<file path="src/rtl/camera_pkg.sv">
// camera_pkg: shared types and constants for the camera RGB window sampler.
package camera_pkg;

    // Width of each averaged component handed to the PIO.
    localparam int OUT_W = 8;

    // Per-frame sampler states.
    typedef enum logic [1:0] {
        IDLE   = 2'd0,
        ACTIVE = 2'd1,
        DONE   = 2'd2
    } camState_e;

    // Accumulator width that holds a full window of maximum-valued pixels.
    function automatic int accWidth(input int pixW, input int log2W, input int log2H);
        return pixW + log2W + log2H;
    endfunction

endpackage

</file>
<file path="src/rtl/camera_chan_accum.sv">
// camera_chan_accum: one colour channel's window accumulator. It keeps a
// running sum of enabled pixels and exposes the top OUT_W bits of the sum,
// which equals the window average once a full window has been summed.
module camera_chan_accum
    import camera_pkg::*;
#(
    parameter int PIX_W = 10,
    parameter int SUM_W = 18
) (
    input  logic             clk_i,
    input  logic             rst_ni,
    input  logic             clear_i,
    input  logic             enable_i,
    input  logic [PIX_W-1:0] pix_i,
    output logic [SUM_W-1:0] sum_o,
    output logic [OUT_W-1:0] avg_o
);

    logic [SUM_W-1:0] sum_q;
    logic [SUM_W-1:0] sum_d;

    // Clear wins over accumulate so a new frame always starts from zero.
    always_comb begin
        sum_d = sum_q;
        if (clear_i) begin
            sum_d = '0;
        end else if (enable_i) begin
            sum_d = sum_q + SUM_W'(pix_i);
        end
    end

    // Running-sum register.
    always_ff @(posedge clk_i or negedge rst_ni) begin
        if (!rst_ni) begin
            sum_q <= '0;
        end else begin
            sum_q <= sum_d;
        end
    end

    assign sum_o = sum_q;
    assign avg_o = sum_q[SUM_W-1 -: OUT_W];

endmodule

</file>
<file path="src/rtl/camera_rgb_sampler.sv">
// camera_rgb_sampler: averages R/G/B over a fixed rectangular window of each
// camera frame and latches the three 8-bit averages at end of frame.
// Optional macro CAMERA_RGB_SAMPLER_FRAMECNT_EN adds a 16-bit frame_count
// output that counts every completed (good or short) frame.
// PIX_W must be at least 8.
module camera_rgb_sampler
    import camera_pkg::*;
#(
    parameter int PIX_W      = 10,
    parameter int WIN_X0     = 0,
    parameter int WIN_Y0     = 0,
    parameter int WIN_LOG2_W = 4,
    parameter int WIN_LOG2_H = 4
) (
    input  logic             clk_clk,
    input  logic             reset_reset_n,
    input  logic             frame_valid,
    input  logic             line_valid,
    input  logic             pix_valid,
    input  logic [PIX_W-1:0] pix_r,
    input  logic [PIX_W-1:0] pix_g,
    input  logic [PIX_W-1:0] pix_b,
    output logic [OUT_W-1:0] red_out,
    output logic [OUT_W-1:0] green_out,
    output logic [OUT_W-1:0] blue_out,
    output logic             result_valid,
    output logic             short_frame
`ifdef CAMERA_RGB_SAMPLER_FRAMECNT_EN
    ,
    output logic [15:0]      frame_count
`endif
);

    localparam int ACC_W = accWidth(PIX_W, WIN_LOG2_W, WIN_LOG2_H);
    localparam int N_W   = WIN_LOG2_W + WIN_LOG2_H + 1;
    localparam int CNT_W = 16;

    localparam logic [CNT_W:0] X_LO = (CNT_W+1)'(WIN_X0);
    localparam logic [CNT_W:0] X_HI = (CNT_W+1)'(WIN_X0 + (1 << WIN_LOG2_W));
    localparam logic [CNT_W:0] Y_LO = (CNT_W+1)'(WIN_Y0);
    localparam logic [CNT_W:0] Y_HI = (CNT_W+1)'(WIN_Y0 + (1 << WIN_LOG2_H));
    localparam logic [N_W-1:0] N_FULL = {1'b1, {(N_W-1){1'b0}}};

    // Stage R registers and their delayed copies for edge detection.
    logic             fvR_q, fvDly_q;
    logic             lvR_q, lvDly_q;
    logic             pvR_q;
    logic [PIX_W-1:0] rR_q, gR_q, bR_q;

    logic fvRise, fvFall, lvFall;

    logic [CNT_W-1:0] x_q, x_d;
    logic [CNT_W-1:0] y_q, y_d;
    logic             xInWin, yInWin;

    logic [N_W-1:0] n_q, n_d;
    logic           nFull;

    camState_e state_q, state_d;
    logic      clearAcc, accEn, latchOut;

    logic [OUT_W-1:0] avgR, avgG, avgB;
    logic [ACC_W-1:0] unusedSumR, unusedSumG, unusedSumB;

    logic [OUT_W-1:0] red_q, red_d;
    logic [OUT_W-1:0] green_q, green_d;
    logic [OUT_W-1:0] blue_q, blue_d;
    logic             resultValid_q, resultValid_d;
    logic             shortFrame_q, shortFrame_d;

    // Register every input once; the frame_valid pair resets high so a frame
    // already in progress at reset release never looks like a rising edge.
    always_ff @(posedge clk_clk or negedge reset_reset_n) begin
        if (!reset_reset_n) begin
            fvR_q   <= 1'b1;
            fvDly_q <= 1'b1;
            lvR_q   <= 1'b0;
            lvDly_q <= 1'b0;
            pvR_q   <= 1'b0;
            rR_q    <= '0;
            gR_q    <= '0;
            bR_q    <= '0;
        end else begin
            fvR_q   <= frame_valid;
            fvDly_q <= fvR_q;
            lvR_q   <= line_valid;
            lvDly_q <= lvR_q;
            pvR_q   <= pix_valid;
            rR_q    <= pix_r;
            gR_q    <= pix_g;
            bR_q    <= pix_b;
        end
    end

    assign fvRise = fvR_q & ~fvDly_q;
    assign fvFall = ~fvR_q & fvDly_q;
    assign lvFall = ~lvR_q & lvDly_q;

    // Column/row counters; they saturate so a very long line or frame can
    // never wrap back into the window.
    always_comb begin
        x_d = x_q;
        if (lvFall) begin
            x_d = '0;
        end else if (pvR_q && (x_q != '1)) begin
            x_d = x_q + 1'b1;
        end
        y_d = y_q;
        if (fvRise) begin
            y_d = '0;
        end else if (lvFall && (y_q != '1)) begin
            y_d = y_q + 1'b1;
        end
    end

    // Position counter registers.
    always_ff @(posedge clk_clk or negedge reset_reset_n) begin
        if (!reset_reset_n) begin
            x_q <= '0;
            y_q <= '0;
        end else begin
            x_q <= x_d;
            y_q <= y_d;
        end
    end

    assign xInWin = ({1'b0, x_q} >= X_LO) && ({1'b0, x_q} < X_HI);
    assign yInWin = ({1'b0, y_q} >= Y_LO) && ({1'b0, y_q} < Y_HI);

    // FSM state register.
    always_ff @(posedge clk_clk or negedge reset_reset_n) begin
        if (!reset_reset_n) begin
            state_q <= IDLE;
        end else begin
            state_q <= state_d;
        end
    end

    // FSM next state; DONE follows a coincident frame start straight into
    // ACTIVE so back-to-back frames are not dropped.
    always_comb begin
        state_d = state_q;
        unique case (state_q)
            IDLE:    if (fvRise) state_d = ACTIVE;
            ACTIVE:  if (fvFall) state_d = DONE;
            DONE:    state_d = fvRise ? ACTIVE : IDLE;
            default: state_d = IDLE;
        endcase
    end

    // FSM outputs; accumulators clear in every non-ACTIVE cycle, and DONE
    // latches the results on the same edge that clears them.
    always_comb begin
        clearAcc = 1'b1;
        accEn    = 1'b0;
        latchOut = 1'b0;
        unique case (state_q)
            ACTIVE: begin
                clearAcc = 1'b0;
                accEn    = pvR_q & xInWin & yInWin;
            end
            DONE:    latchOut = 1'b1;
            default: ;
        endcase
    end

    // Count of in-window pixels summed this frame.
    always_comb begin
        n_d = n_q;
        if (clearAcc) begin
            n_d = '0;
        end else if (accEn && (n_q != '1)) begin
            n_d = n_q + 1'b1;
        end
    end

    // Pixel count register.
    always_ff @(posedge clk_clk or negedge reset_reset_n) begin
        if (!reset_reset_n) begin
            n_q <= '0;
        end else begin
            n_q <= n_d;
        end
    end

    assign nFull = (n_q == N_FULL);

    // The running sums are only observed through the scaled averages here.
    camera_chan_accum #(.PIX_W(PIX_W), .SUM_W(ACC_W)) uAccR (
        .clk_i   (clk_clk),
        .rst_ni  (reset_reset_n),
        .clear_i (clearAcc),
        .enable_i(accEn),
        .pix_i   (rR_q),
        .sum_o   (unusedSumR),
        .avg_o   (avgR)
    );

    camera_chan_accum #(.PIX_W(PIX_W), .SUM_W(ACC_W)) uAccG (
        .clk_i   (clk_clk),
        .rst_ni  (reset_reset_n),
        .clear_i (clearAcc),
        .enable_i(accEn),
        .pix_i   (gR_q),
        .sum_o   (unusedSumG),
        .avg_o   (avgG)
    );

    camera_chan_accum #(.PIX_W(PIX_W), .SUM_W(ACC_W)) uAccB (
        .clk_i   (clk_clk),
        .rst_ni  (reset_reset_n),
        .clear_i (clearAcc),
        .enable_i(accEn),
        .pix_i   (bR_q),
        .sum_o   (unusedSumB),
        .avg_o   (avgB)
    );

    // Result latch: a complete window updates the averages, an incomplete one
    // keeps the previous frame's values and only raises short_frame.
    always_comb begin
        red_d         = red_q;
        green_d       = green_q;
        blue_d        = blue_q;
        resultValid_d = 1'b0;
        shortFrame_d  = 1'b0;
        if (latchOut) begin
            if (nFull) begin
                red_d         = avgR;
                green_d       = avgG;
                blue_d        = avgB;
                resultValid_d = 1'b1;
            end else begin
                shortFrame_d  = 1'b1;
            end
        end
    end

    // Output registers driving the PIO.
    always_ff @(posedge clk_clk or negedge reset_reset_n) begin
        if (!reset_reset_n) begin
            red_q         <= '0;
            green_q       <= '0;
            blue_q        <= '0;
            resultValid_q <= 1'b0;
            shortFrame_q  <= 1'b0;
        end else begin
            red_q         <= red_d;
            green_q       <= green_d;
            blue_q        <= blue_d;
            resultValid_q <= resultValid_d;
            shortFrame_q  <= shortFrame_d;
        end
    end

    assign red_out      = red_q;
    assign green_out    = green_q;
    assign blue_out     = blue_q;
    assign result_valid = resultValid_q;
    assign short_frame  = shortFrame_q;

`ifdef CAMERA_RGB_SAMPLER_FRAMECNT_EN
    logic [15:0] frameCount_q, frameCount_d;

    // Frame counter steps with every result_valid or short_frame pulse.
    always_comb begin
        frameCount_d = frameCount_q;
        if (latchOut) begin
            frameCount_d = frameCount_q + 16'd1;
        end
    end

    // Frame counter register, wraps naturally at 16 bits.
    always_ff @(posedge clk_clk or negedge reset_reset_n) begin
        if (!reset_reset_n) begin
            frameCount_q <= '0;
        end else begin
            frameCount_q <= frameCount_d;
        end
    end

    assign frame_count = frameCount_q;
`endif

endmodule
</file>
<file path="config.mk">
export PLATFORM = sky130hd
export DESIGN_NAME = camera_rgb_sampler
export DESIGN_NICKNAME = d
export VERILOG_FILES = /design/src/rtl/camera_pkg.sv /design/src/rtl/camera_chan_accum.sv /design/src/rtl/camera_rgb_sampler.sv
export SDC_FILE = /design/constraint.sdc
export NUM_CORES = 1
export LEC_CHECK = 0
export CAP_MARGIN = 30
export CORE_ASPECT_RATIO = 1.1
export CORE_MARGIN = 10
export CORE_UTILIZATION = 60
export CTS_BUF_LIST = sky130_fd_sc_hd__clkbuf_2
export DETAILED_ROUTE_END_ITERATION = 8
export PLACE_DENSITY = 0.81
export SLEW_MARGIN = 40
export SYNTH_ARGS = -nofsm -noshare
export SYNTH_HDL_FRONTEND = slang
export SYNTH_HIERARCHICAL = 1
export SYNTH_SLANG_ARGS = --single-unit
</file>
<file path="constraint.sdc">
create_clock -name clk_clk -period 5.1 [get_ports clk_clk]
set_input_delay 1.275 -clock clk_clk [delete_from_list [all_inputs] [get_ports clk_clk]]
set_output_delay 1.275 -clock clk_clk [all_outputs]
set_load 0.1 [all_outputs]
</file>
== Word level (Yosys, flattened, before mapping) ==
Index checks and enable logic that the tools add are counted.

* Word-level logic and storage cells: 76
* Output and inout bits: 26
* Input port bits: 35
* Flip-flop bits (word level): 158

* Muxes and demuxes: 22
* Reduce and logical (&&, ||, !) cells: 8
* $lt $le $gt $ge: 2
* Equality and inequality tests: 10
* Add/subtract/negate cells: 6
* Bitwise operators: 8

{| class="wikitable"
|+ Operators with widths
! kind !! count
|-
| two-way mux 18 bit || 6
|-
| two-way mux 16 bit || 4
|-
| adder 18 x 10 -> 18 bit || 3
|-
| adder 16 x 1 -> 16 bit, second input constant || 2
|-
| < comparator 16 x 5 -> 1 bit, second input constant || 2
|-
| != test 16 bit, second input constant || 2
|-
| two-way mux 9 bit || 2
|-
| adder 9 x 1 -> 9 bit, second input constant || 1
|-
| == test 9 bit, second input constant || 1
|-
| != test 9 bit, second input constant || 1
|-
| != test 2 bit, second input constant || 4
|-
| two-way mux 1 bit || 7
|-
| case mux 2 bit (3 select lines) || 1
|-
| AND 1 bit || 5
|-
| two-way mux 2 bit || 2
|-
| AND reduction 2 bit || 2
|-
| nonzero test 2 bit || 2
|-
| logical AND 1 bit || 3
|-
| inverter 1 bit || 3
|-
| == test 2 x 1 -> 1 bit, second input constant || 1
|-
| == test 2 bit, second input constant || 1
|-
| logical NOT 2 bit || 1
|}

== Longest topological paths before layout ==
* Depth after elaboration: 7
* Gate-level depth with buffers: 10
* Mapped depth without buffers: 8

== Hierarchy ==
The synthesis kept the hierarchy.

{| class="wikitable"
|+ Modules (own cells, without submodules)
! module !! area an instance (µm²) !! cells each !! sequential area each (µm²) !! instances
|-
| camera_rgb_sampler || 4476.8 || 371 || 2605.0 || 1
|-
| camera_chan_accum || 1446.4 || 164 || 450.4 || 3
|}

== Least setup slack after synthesis ==
No wires, ideal clock.

* Kind: reg-to-reg
* Start point: reg state_q[1]
* End point: reg uAccB.sum_q[15] (netlist: uAccB/sum_o[15])
* Slack: 2611 ps
* Arrival: 2364 ps
* Path buffers: 2
* Setup time: 125 ps
* Period minus slack after synthesis: 2489 ps
* Required time: 4975 ps
* Stages on the path, launching flop included: 11
* Cell sequence: dfrtp_1 nor4b_1 nand4_1 clkbuf_1 nor2_1 clkbuf_2 nor2_1 nor3b_1 o211ai_1 a21oi_1 mux2_2

* Word-level cells in the longest chain between the ends: 3
* Elaborated cells between the ends (all ways): 4
* Classes of those cells: eq/ne (2); mux (2)

{| class="wikitable"
|+ RTL lines
! item !! line !! text
|-
| start: declaration || camera_rgb_sampler.sv:59 || <nowiki>camState_e state_q, state_d;</nowiki>
|-
| start signal: assignment || camera_rgb_sampler.sv:135 || <nowiki>state_q <= state_d;</nowiki>
|-
| == test 2 x 1 -> 1 bit || camera_rgb_sampler.sv:157 || <nowiki>unique case (state_q)</nowiki>
|-
| two-way mux 1 bit || camera_rgb_sampler.sv:157 ||
|-
| net accEn || camera_rgb_sampler.sv:60 || <nowiki>logic clearAcc, accEn, latchOut;</nowiki>
|-
| != test 2 bit (no source line) || - ||
|-
| end signal: assignment || camera_chan_accum.sv:37 || <nowiki>sum_q <= sum_d;</nowiki>
|-
| end: declaration || camera_chan_accum.sv:19 || <nowiki>logic [SUM_W-1:0] sum_q;</nowiki>
|}

The timed path passes the listed nets, and every way through them passes these cells.
A chain may end at the register's enable or synchronous reset.

== Worst setup path in the final report ==
* Start point: reg x_q[6]
* End point: reg uAccR.sum_q[15] (netlist: uAccR/sum_o[15])

* Word-level cells in the longest chain between the ends: 5

{| class="wikitable"
|+ RTL lines
! item !! line !! text
|-
| start: declaration || camera_rgb_sampler.sv:52 || <nowiki>logic [CNT_W-1:0] x_q, x_d;</nowiki>
|-
| start signal: assignment || camera_rgb_sampler.sv:119 || <nowiki>x_q <= '0;</nowiki>
|-
| start signal: assignment || camera_rgb_sampler.sv:122 || <nowiki>x_q <= x_d;</nowiki>
|-
| < comparator 16 x 5 -> 1 bit || camera_rgb_sampler.sv:127 || <nowiki>assign xInWin = ({1'b0, x_q} >= X_LO) && ({1'b0, x_q} < X_HI);</nowiki>
|-
| AND 1 bit (2 in series) || camera_rgb_sampler.sv:160 || <nowiki>accEn = pvR_q & xInWin & yInWin;</nowiki>
|-
| two-way mux 1 bit || camera_rgb_sampler.sv:157 ||
|-
| net accEn || camera_rgb_sampler.sv:60 ||
|-
| != test 2 bit (no source line) || - ||
|-
| end signal: assignment || camera_chan_accum.sv:37 ||
|-
| end: declaration || camera_chan_accum.sv:19 ||
|}

The timed path passes the listed nets, and every way through them passes these cells.

==> reports/metrics.yaml <==
clocking:
  cts_setup_buffers: 0
  cts_buffers: 17
  ctsResizeCount: 0
  clock_latency_ns: 0.77
  cts_sinks: 158
  cts_tree: "built"
  clock_path_buffers: 2
  cts_root_buf: "clkbuf_2"
  ctsHoldBuffers: 0
  clk_pin_slew_ns: 0.22
  cts_max_level: 4
timing:
  finalCritPeriodShare_pct: 71.7
  fmax_ghz: 0.273
  rsz0062_at_grt: "false"
  hold_viol: 0
  tns_ns: 0
  layout_min_cycle_time_ns: 3.66
  setup_viol: 0
  slew_headroom_pct: 50.4
  setup_ws_ns: 1.44
  fin_skew_ns: 0.0324
  maxSlewViolCount: 0
  tightest_slew_ns: 0.737
critical_path:
  crit_fanout: 19
  ff2ff_path_depth: 9
  path_class: "reg -> reg"
  r2r-end: "uAccR/sum_o[15]$_DFFE_PN0P_"
  crit_path_start_kind: "flip-flop"
  end_kind: "flip-flop"
  required_ns: 5.78
  r2r_slack_ns: 1.44
  crit_arrival_ns: 4.33
  worstReg2RegStart: "x_q[6]$_DFFE_PN0P_"
floorplan:
  chipWidth_um: 134
  pin_count: 61
  start_util_pct: 61.8
  rows: 45
  die_area_um2: 19600
  core_area_um2: 14000
  fp.dieH_um: 146
drt:
  drt_pass1_iterations: 6
  ant_nets: 0
  wire_per_inst_um: 16.8
  routed_wl_um: 18400
  dr_total_vias: 6793
  route.detailed.drc: 0
  viasPerCell: 6.21
  drt-initial-drc-count: 616
final_layout:
  syn_to_final_growth_pct: 10.2
  layout_commonest_cell: "dfrtp_1"
  fill_cells: 1104
  instances_no_fill: 1094
  final_nets: 965
  drive_gt1_share_pct: 13.4
  mostFrequentLayoutCells: "156 x dfrtp_1, 76 x a21oi_1, 53 x nand2_1, 50 x nor2_1, 39 x nand3_1"
job:
  cap_violations: 0
placed_design:
  dp_cells: 1060
  dp_hpwl_um: 12800
  place.gp.congestion: 0.877
  portBuffers: 60
  place_ws_ns: 1.49
pwr:
  pwr-share-comb_pct: 18.5
  peakVddDrop_mv: 0.136
  intPower_w: 0.00169
  seq_power_share_pct: 54.8
  p_sw_share_pct: 31.0
  p_per_area_nw_per_um2: 258
  p_clk_share_pct: 26.7
  p_leak_nw: 4.25
  switching_power_w: 0.000762
global_routing:
  grt_usage_pct: 19.3
  antenna_found_initial: 1
  grt_pass1_wl_um: 32100
  grt.overflow.total: 0
  grt_start_max_net_pins: 101
  grt_pass1_vias: 6783
outcome:
  status: "complete, no violations"
synth:
  synth_fp_nets: 912
  synth.avg_cell_area_um2: 10.3
  syn_inst: 839
  synth_area_um2: 8640
  ys_warn_count: 6
worst_hold_path:
  hold_path.class: "in -> async"
==> per-layer routing <==
| metal | vias to the layer above | track usage, % | wire (µm) |
|---|---|---|---|
| met2 | 209 | 31.4 | 9270 |
| met5 | - | 0 | 0 |
| met3 | 37 | 4.34 | 922 |
| met4 | 0 | 7.63 | 380 |
| met1 | 3323 | 24.3 | 7850 |
| li1 | 3224 | - | - |
==> worst max path at each step <==
stage                                      start                     endpoint  slack, ns  cells after the start
after CTS                    x_q[12]$_DFFE_PN0P_  uAccR/sum_o[15]$_DFFE_PN0P_       1.48                      9
after global routing         x_q[12]$_DFFE_PN0P_  uAccR/sum_o[15]$_DFFE_PN0P_       1.14                      9
after floorplan           state_q[1]$_DFFE_PN0P_  uAccB/sum_o[15]$_DFFE_PN0P_       2.61                     10
final                         x_q[6]$_DFFE_PN0P_  uAccR/sum_o[15]$_DFFE_PN0P_       1.44                      9
after global placement       x_q[14]$_DFFE_PN0P_  uAccR/sum_o[15]$_DFFE_PN0P_       1.74                      9
after detailed placement     x_q[12]$_DFFE_PN0P_  uAccR/sum_o[15]$_DFFE_PN0P_       1.49                      9
==> state kept, by name (all words and copies together), names as in the netlist, 2 cells and up <==
name / flops
bR_q: 10
blue_out: 8
gR_q: 10
green_out: 8
n_q: 9
rR_q: 10
red_out: 8
state_q: 2
uAccB/sum_o: 18
uAccG/sum_o: 18
uAccR/sum_o: 18
x_q: 16
y_q: 16
==> cell type report <==
| class | count | area [µm²] | area share [%] |
|---|---|---|---|
| antenna | 1 | 2.50 | 0.0263 |
| clock buffer | 19 | 95.1 | 0.999 |
| clock inverter | 13 | 124 | 1.30 |
| inverter | 26 | 100 | 1.05 |
| multi-input combinational | 623 | 4460 | 46.9 |
| sequential | 158 | 3960 | 41.6 |
| tap | 188 | 235 | 2.47 |
| timing repair buffer | 66 | 541 | 5.68 |
==> power groups by stage <==
stage	sequential, W	clock [W]	combinational [W]
floorplan	0.00136	0	0.000319
global placement	0.00137	0	0.000429
detailed placement	0.00137	0	0.000450
CTS	0.00135	0.000677	0.000452
global route	0.00136	0.000722	0.000512
finish	0.00135	0.000655	0.000454
==> per-stage QoR <==
step / hold WS [ns] / instance area (µm²) / util [%] / total power, W
6_report: 0.323 / 9520 / 68.1 / 0.00246
5_1_grt: 0.291 / 9520 / 68.1 / 0.00259
4_1_cts: 0.403 / 9480 / 67.9 / 0.00248
3_5_place_dp: 0.377 / 9260 / 66.3 / 0.00182
3_3_place_gp: 0.371 / 9380 / 67.1 / 0.00179
2_1_floorplan: 0.365 / 8640 / - / 0.00168
==> critical path, cell delays in order (launching register included) <==
cell and delay [ns]:
dfrtp_1 0.47, nor4_1 0.39, nand4_1 0.56, nor2_4 0.64, buf_4 0.33, nor2_1 0.11
nor3b_1 0.41, o211ai_1 0.15, a21oi_1 0.16, mux2_2 0.36
Power figures use the tool's default switching activity.
